File: src/rtl/uart_rx_rtl.sv
// UART receiver: 1 start bit, N data bits LSB-first, no parity, 1 stop bit.
// The line is double-synchronised, a start is recognised only on a falling
// edge, and every bit is sampled near its middle using a counter that is
// re-centred at the middle of the start bit.
module uart_rx_rtl #(
  parameter int N        = 8,
  parameter int BR       = 9600,
  parameter int CLK_FREQ = 50000000
) (
  input  logic         i_clk,
  input  logic         rst,
  input  logic         rx,
  output logic [N-1:0] o_data,
  output logic         o_dv,
  output logic         frame_err,
  output logic         rx_busy
);

  localparam int CPB  = CLK_FREQ / BR;
  localparam int HALF = CPB / 2;
  localparam int CW   = (CPB > 2) ? $clog2(CPB) : 1;
  localparam int BW   = (N > 2) ? $clog2(N) : 1;

  localparam logic [CW-1:0] CNT_LAST = CW'(CPB - 1);
  localparam logic [CW-1:0] CNT_HALF = CW'(HALF - 1);
  localparam logic [BW-1:0] IDX_LAST = BW'(N - 1);

  // Reject bit periods too short to find a start-bit midpoint, and word
  // sizes the shift register cannot represent.
  if (CPB < 4) begin : g_cpb_check
    $error("uart_rx_rtl: CLK_FREQ/BR = %0d, must be at least 4", CPB);
  end
  if (N < 2) begin : g_n_check
    $error("uart_rx_rtl: N = %0d, must be at least 2", N);
  end

  typedef enum logic [2:0] {
    IDLE      = 3'd0,
    START     = 3'd1,
    DATA_BITS = 3'd2,
    STOP      = 3'd3,
    CLEANUP   = 3'd4
  } state_t;

  state_t         state_q, state_d;
  logic [CW-1:0]  cnt_q, cnt_d;
  logic [BW-1:0]  idx_q, idx_d;
  logic [N-1:0]   shift_q, shift_d;
  logic [N-1:0]   data_q, data_d;
  logic           dv_q, dv_d;
  logic           fe_q, fe_d;

  logic           rx_meta_q;
  logic           rx_s_q;
  logic           rx_prev_q;

  // Two-flop synchroniser plus one delayed copy for falling-edge detection;
  // all three reset to the idle (high) line level so reset cannot fake a start.
  always_ff @(posedge i_clk or posedge rst) begin
    if (rst) begin
      rx_meta_q <= 1'b1;
      rx_s_q    <= 1'b1;
      rx_prev_q <= 1'b1;
    end else begin
      rx_meta_q <= rx;
      rx_s_q    <= rx_meta_q;
      rx_prev_q <= rx_s_q;
    end
  end

  // State, counters, shift register and registered outputs.
  always_ff @(posedge i_clk or posedge rst) begin
    if (rst) begin
      state_q <= IDLE;
      cnt_q   <= '0;
      idx_q   <= '0;
      shift_q <= '0;
      data_q  <= '0;
      dv_q    <= 1'b0;
      fe_q    <= 1'b0;
    end else begin
      state_q <= state_d;
      cnt_q   <= cnt_d;
      idx_q   <= idx_d;
      shift_q <= shift_d;
      data_q  <= data_d;
      dv_q    <= dv_d;
      fe_q    <= fe_d;
    end
  end

  // Next-state logic; the counter restarts on every transition and after each
  // data-bit sample so that it never relies on natural wrap-around.
  always_comb begin
    state_d = state_q;
    cnt_d   = cnt_q + CW'(1);
    idx_d   = idx_q;
    shift_d = shift_q;
    data_d  = data_q;
    dv_d    = 1'b0;
    fe_d    = 1'b0;
    case (state_q)
      IDLE: begin
        cnt_d = '0;
        if (rx_prev_q && !rx_s_q) begin
          state_d = START;
        end
      end
      START: begin
        if (cnt_q == CNT_HALF) begin
          cnt_d = '0;
          if (!rx_s_q) begin
            state_d = DATA_BITS;
            idx_d   = '0;
          end else begin
            state_d = IDLE;
          end
        end
      end
      DATA_BITS: begin
        if (cnt_q == CNT_LAST) begin
          cnt_d   = '0;
          shift_d = {rx_s_q, shift_q[N-1:1]};
          if (idx_q == IDX_LAST) begin
            state_d = STOP;
          end else begin
            idx_d = idx_q + BW'(1);
          end
        end
      end
      STOP: begin
        if (cnt_q == CNT_LAST) begin
          cnt_d   = '0;
          state_d = CLEANUP;
          if (rx_s_q) begin
            data_d = shift_q;
            dv_d   = 1'b1;
          end else begin
            fe_d   = 1'b1;
          end
        end
      end
      CLEANUP: begin
        cnt_d   = '0;
        state_d = IDLE;
      end
      default: begin
        cnt_d   = '0;
        state_d = IDLE;
      end
    endcase
  end

  assign o_data    = data_q;
  assign o_dv      = dv_q;
  assign frame_err = fe_q;
  assign rx_busy   = (state_q != IDLE);

endmodule

File: config.mk
export PLATFORM = sky130hd
export DESIGN_NAME = uart_rx_rtl
export DESIGN_NICKNAME = d
export VERILOG_FILES = /design/src/rtl/uart_rx_rtl.sv
export SDC_FILE = /design/constraint.sdc
export NUM_CORES = 1
export LEC_CHECK = 0
export ABC_AREA = 1
export CORE_MARGIN = 1.5
export CORE_UTILIZATION = 35
export CTS_BUF_LIST = sky130_fd_sc_hd__clkbuf_4
export CTS_CLUSTER_DIAMETER = 200
export DETAILED_ROUTE_END_ITERATION = 12
export REMOVE_ABC_BUFFERS = 1
export SLEW_MARGIN = 20
export SYNTH_ARGS = -nofsm -noshare
export SYNTH_HDL_FRONTEND = slang
export SYNTH_SLANG_ARGS = --single-unit
File: constraint.sdc
create_clock -name i_clk -period 1.5 [get_ports i_clk]
set_input_delay 0.225 -clock i_clk [delete_from_list [all_inputs] [get_ports i_clk]]
set_output_delay 0.225 -clock i_clk [all_outputs]
set_load 0.05 [all_outputs]
Yosys cells after proc, flatten, opt, wreduce, memory -nomap -nowiden
Index checks and enable logic that the tools add are counted.

word-level totals
  flip-flop bits (word level) = 40
  bits of input ports = 3
  output and inout bits = 11

operators by class
  add/sub/neg operators = 2
  eq/ne operators = 13
  multiplexer cells = 21
  reductions and logical operators = 10

operator list
  operator                                               count
  two-way mux 3 bit                                      9
  two-way mux 13 bit                                     2
  one-hot mux 13 bit (2 select lines)                    1
  != test 2 bit, second input constant                   7
  adder 13 x 1 -> 13 bit, second input constant          1
  equality test 13 x 12 -> 1 bit, second input constant  1
  equality test 13 bit, second input constant            1
  one-hot mux 3 bit (4 select lines)                     1
  AND reduction 5 bit                                    2
  equality test 3 x 2 -> 1 bit, second input constant    2
  two-way mux 1 bit                                      6
  one-hot mux 3 bit (2 select lines)                     1
  adder 3 x 1 -> 3 bit, second input constant            1
  equality test 3 x 1 -> 1 bit, second input constant    1
  equality test 3 bit, second input constant             1
  logical NOT 3 bit                                      1
  AND reduction 3 bit                                    1
  nonzero test 3 bit                                     1
  two-way mux 2 bit                                      1
  AND reduction 2 bit                                    1
  nonzero test 2 bit                                     1
  OR reduction 2 bit                                     1
  logical AND 1 bit                                      1
  logical NOT 1 bit                                      1

Longest topological paths before layout
  word-level depth = 4
  gate-level depth with buffers = 10
  depth with buffers taken out = 10

Worst setup path before layout
Ideal clock, no wire load.

  path kind = register -> register
  start point = register cnt_q[0]
  end point = register idx_q[0]
  slack = 110 ps
  period minus slack after synthesis = 1390 ps
  cell stages (with the launch flop) = 11
  buffers on the path = 0
  setup time = 117 ps
  data arrival time = 1274 ps
  path through = dfrtp_1 -> ha_1 -> nand2_2 -> clkinv_2 -> nand2_2 -> nor2_4 -> nand3_4 -> nand2_2 -> nand2_1 -> nand2_1 -> nand2_1

between the ends
  word-level cells in the longest chain between the ends = 3
  elaborated cells between the ends (all ways) = 5
  classes of those cells = eq/ne (4); reduce/logical (1)

RTL lines
  what                                                                           line      source
  from (decl)                                                                    46        logic [CW-1:0] cnt_q, cnt_d;
  from (signal assigned)                                                         83        cnt_q <= cnt_d;
  equality test 13 bit / equality test 13 x 12 -> 1 bit (equally long branches)  121, 110
  != test 2 bit (no line)                                                        --
  AND reduction 5 bit (no line) (*)                                              --
  to (signal assigned)                                                           84        idx_q <= idx_d;
  to (decl)                                                                      47        logic [BW-1:0] idx_q, idx_d;

Every way passes the cells marked *; elsewhere a longest branch is shown, timed or not.
A chain may end at the register's enable or synchronous reset.

Worst setup path in the final report
  start point = register cnt_q[1]
  end point = register data_q[7], in the netlist o_data[7]

between the ends
  word-level cells in the longest chain between the ends = 2

RTL lines
  what                           line  source
  equality test 13 bit           132   if (cnt_q == CNT_LAST) begin
  AND reduction 3 bit (no line)  --
  to (signal assigned)           86    data_q <= data_d;
  to (decl)                      49    logic [N-1:0] data_q, data_d;

No other way between the ends.

==> impl_metrics.toml <==
[status]
status = "finished clean"

[hold_path]
hold_path.class = "input pin to async pin"

[power]
power.total_uw = 3050
ir_worst_vdd_uv = 542
p_leak_uw = 0.00119
pwr_density_cell_nw_per_um2 = 1200

[route]
routed_wl_mm = 3.90
drc = 0
drt_iter0_markers = 65
routedWlPerCell_microns = 11.2
drt_first_pass_iters = 4
vias = 1574
routed_via_density = 4.52
ant_nets = 0

[critical_path]
cp-end-kind = "flip-flop"
worstPathCellList = "ha_4 > buf_4 > nand3_1 > nor2_2 > nand4_2 > buf_12 > nand2_1 > o21ai_2"
worstSetupPathType = "flip-flop to flip-flop"
cpPeakStageDelay_ps = 420
start_kind = "flip-flop"
worstPathMaxFanout = 15
r2r-end = "o_data[7]"
critical_path_arrival_ps = 1700
cp_data_required_time_ps = 1760
r2r_cells = 8
timing.rr.start = "cnt_q[1]"
cp_slowest_cell = "dfrtp_1"
r2r_slack_ps = 60

[synth]
ys_warn_count = 0
ys_top_cells_by_count = "63 x nand2_1, 37 x dfrtp_1, 30 x inv_1, 30 x nor2_1"
ys_ff_latch = 40
ys.flop_type = "dfrtp_1"
synth_top_area_cell = "dfrtp_1"
synth_area_leaders = "dfrtp_1 46%, nand2_1 12%, o21ai_2 6.1%"
yosysMostFrequentCell = "nand2_1"
avgSynthCellArea_sq_um = 8.46
synth_top_area_frac = 0.462
synth_cell_type_count = 25
seq_area_frac_synth = 0.501
synth_area_sq_um = 2000
syn_inst = 237
synth_edf_count = 0
async_reset_ff_frac = 1.00

[grt]
grt_max_degree = 41
grt_pass1_wl_mm = 6.87
grt_usage = 0.141
first_global_vias = 1598
grt-ovfl-total = 0
antenna_found_initial = 0

[clock_network]
cts_max_path_buffers = 2
clock-sinks = 40
cts_tree = "yes"
cts_hold_buf = 0
root_buffer = "clkbuf_4"
clk_latency_ps = 360
clkTransAtPathRegs_ps = 130
htreeDepth = 2
cts_buffers = 5

[die]
die_y_microns = 78.7
ios = 14
die-area_sq_um = 6190
fp-row-count = 27
start_util = 0.364
die_w_microns = 78.7
core_sq_um = 5510

[finish]
antenna_cells = 0
utilization = 0.462
nets = 281
fillers = 532
drive_above_1_share = 0.344
stdcell_count = 348
syn_to_final_growth_pct = 27.0

[timing]
finalSetupViolCount = 0
final.setup_skew_ps = 10.6
hold_violations = 0
fin_crit_sh = 0.960
drv_slew = 0
rsz0062_at_grt = "true"
slew_headroom = 0.838
tightestPinTransition_ps = 241
whs_ps = 215
period_minus_slack_ps = 1440
max_freq_mhz = 695

[placed_design]
routabilityCongestion = 0.803
dp_hpwl_mm = 2.65
numPortBuffers = 13
dp_cells = 330

[flow_run]
maxCapViolCount = 0
## how the worst max path moves through the flow
stage / startpoint / to / slack [ps] / depth (start not counted)
final: cnt_q[1] / o_data[7] / 60 / 8
after global routing: cnt_q[1] / idx_q[0] / -40 / 8
after CTS: cnt_q[0] / shift_q[4] / 6 / 9
after detailed placement: cnt_q[0] / state_q[1] / -20 / 9
after global placement: cnt_q[0] / idx_q[0] / 30 / 10
after floorplan: cnt_q[0] / idx_q[0] / -7 / 10
## through the flow
| stage | TNS, ps | setup WS, ps | cell area, sq um |
|---|---|---|---|
| floorplan | -22.3 | -7.44 | 1970 |
| global placement | 0 | 29.9 | 2300 |
| detailed placement | -26.1 | -22.9 | 2300 |
| CTS | 0 | 6.21 | 2410 |
| global route | -182 | -36.0 | 2550 |
| finish | 0 | 60.6 | 2550 |
## flip-flops by register name (all words and copies together), names as in the netlist
register / cells
frame_err: 1
shift_q: 8
o_dv: 1
state_q: 3
rx_prev_q: 1
idx_q: 3
rx_s_q: 1
cnt_q: 13
rx_meta_q: 1
o_data: 8
## final cells by class
class	instances	area, sq um	area share
flip-flops and latches	40	1010	0.395
multi-input cells	159	906	0.356
well taps	72	90.1	0.0354
clock inverters	3	46.3	0.0182
repair buffers	33	318	0.125
inverters	35	138	0.0541
repair inverters	1	5.00	0.00197
clock buffers	5	37.5	0.0147
## cell families (layout without fill, tap and decap cells)
group           count (synthesis)  count (layout)  synth area share
compound gates                 25              25            0.0911
flops                          40              40             0.501
fa+ha+maj                       3               3            0.0187
buf+inv                        38              77            0.0830
xor+xnor                        2               2           0.00874
simple gates                  129             129             0.297
## what timing repair did
item / 4_1_cts / 5_1_grt
gates cloned: 0 / 1
setup buffers: 3 / 6
resized for setup: 2 / 25
endpoints found under the setup margin: 11 / 29
pin swaps: 1 / 9
## report_power, final
part | switching (uW) | total (uW) | internal [uW] | leakage, uW
clock | 392 | 748 | 356 | 0.0000418
combinational | 624 | 1070 | 446 | 0.000605
sequential | 80.2 | 1230 | 1150 | 0.000541
## layer usage
layer,vias up,track usage,wire length (microns)
li1,811,-,-
met1,741,0.179,1840
met2,14,0.226,1900
met3,8,0.0349,94
met4,0,0.0643,63
met5,-,0,0
## critical path: cells and delay by family, from the launching register on
family          cells  cell delay [ps]
fa+ha+maj           1              180
flops               1              420
buf+inv             2              290
simple gates        4              410
compound gates      1               60
## cell usage in the layout, fill, tap and decap left out, types with 5 or more instances in the layout
cell / n
o21ai_2: 15
nand2_1: 58
o21ai_0: 5
clkbuf_4: 5
nor2_4: 5
inv_1: 29
dfrtp_1: 36
nand2_2: 8
nand3_1: 13
buf_4: 24
nor2_1: 27
Note: power is estimated with default switching activity, not from simulation.
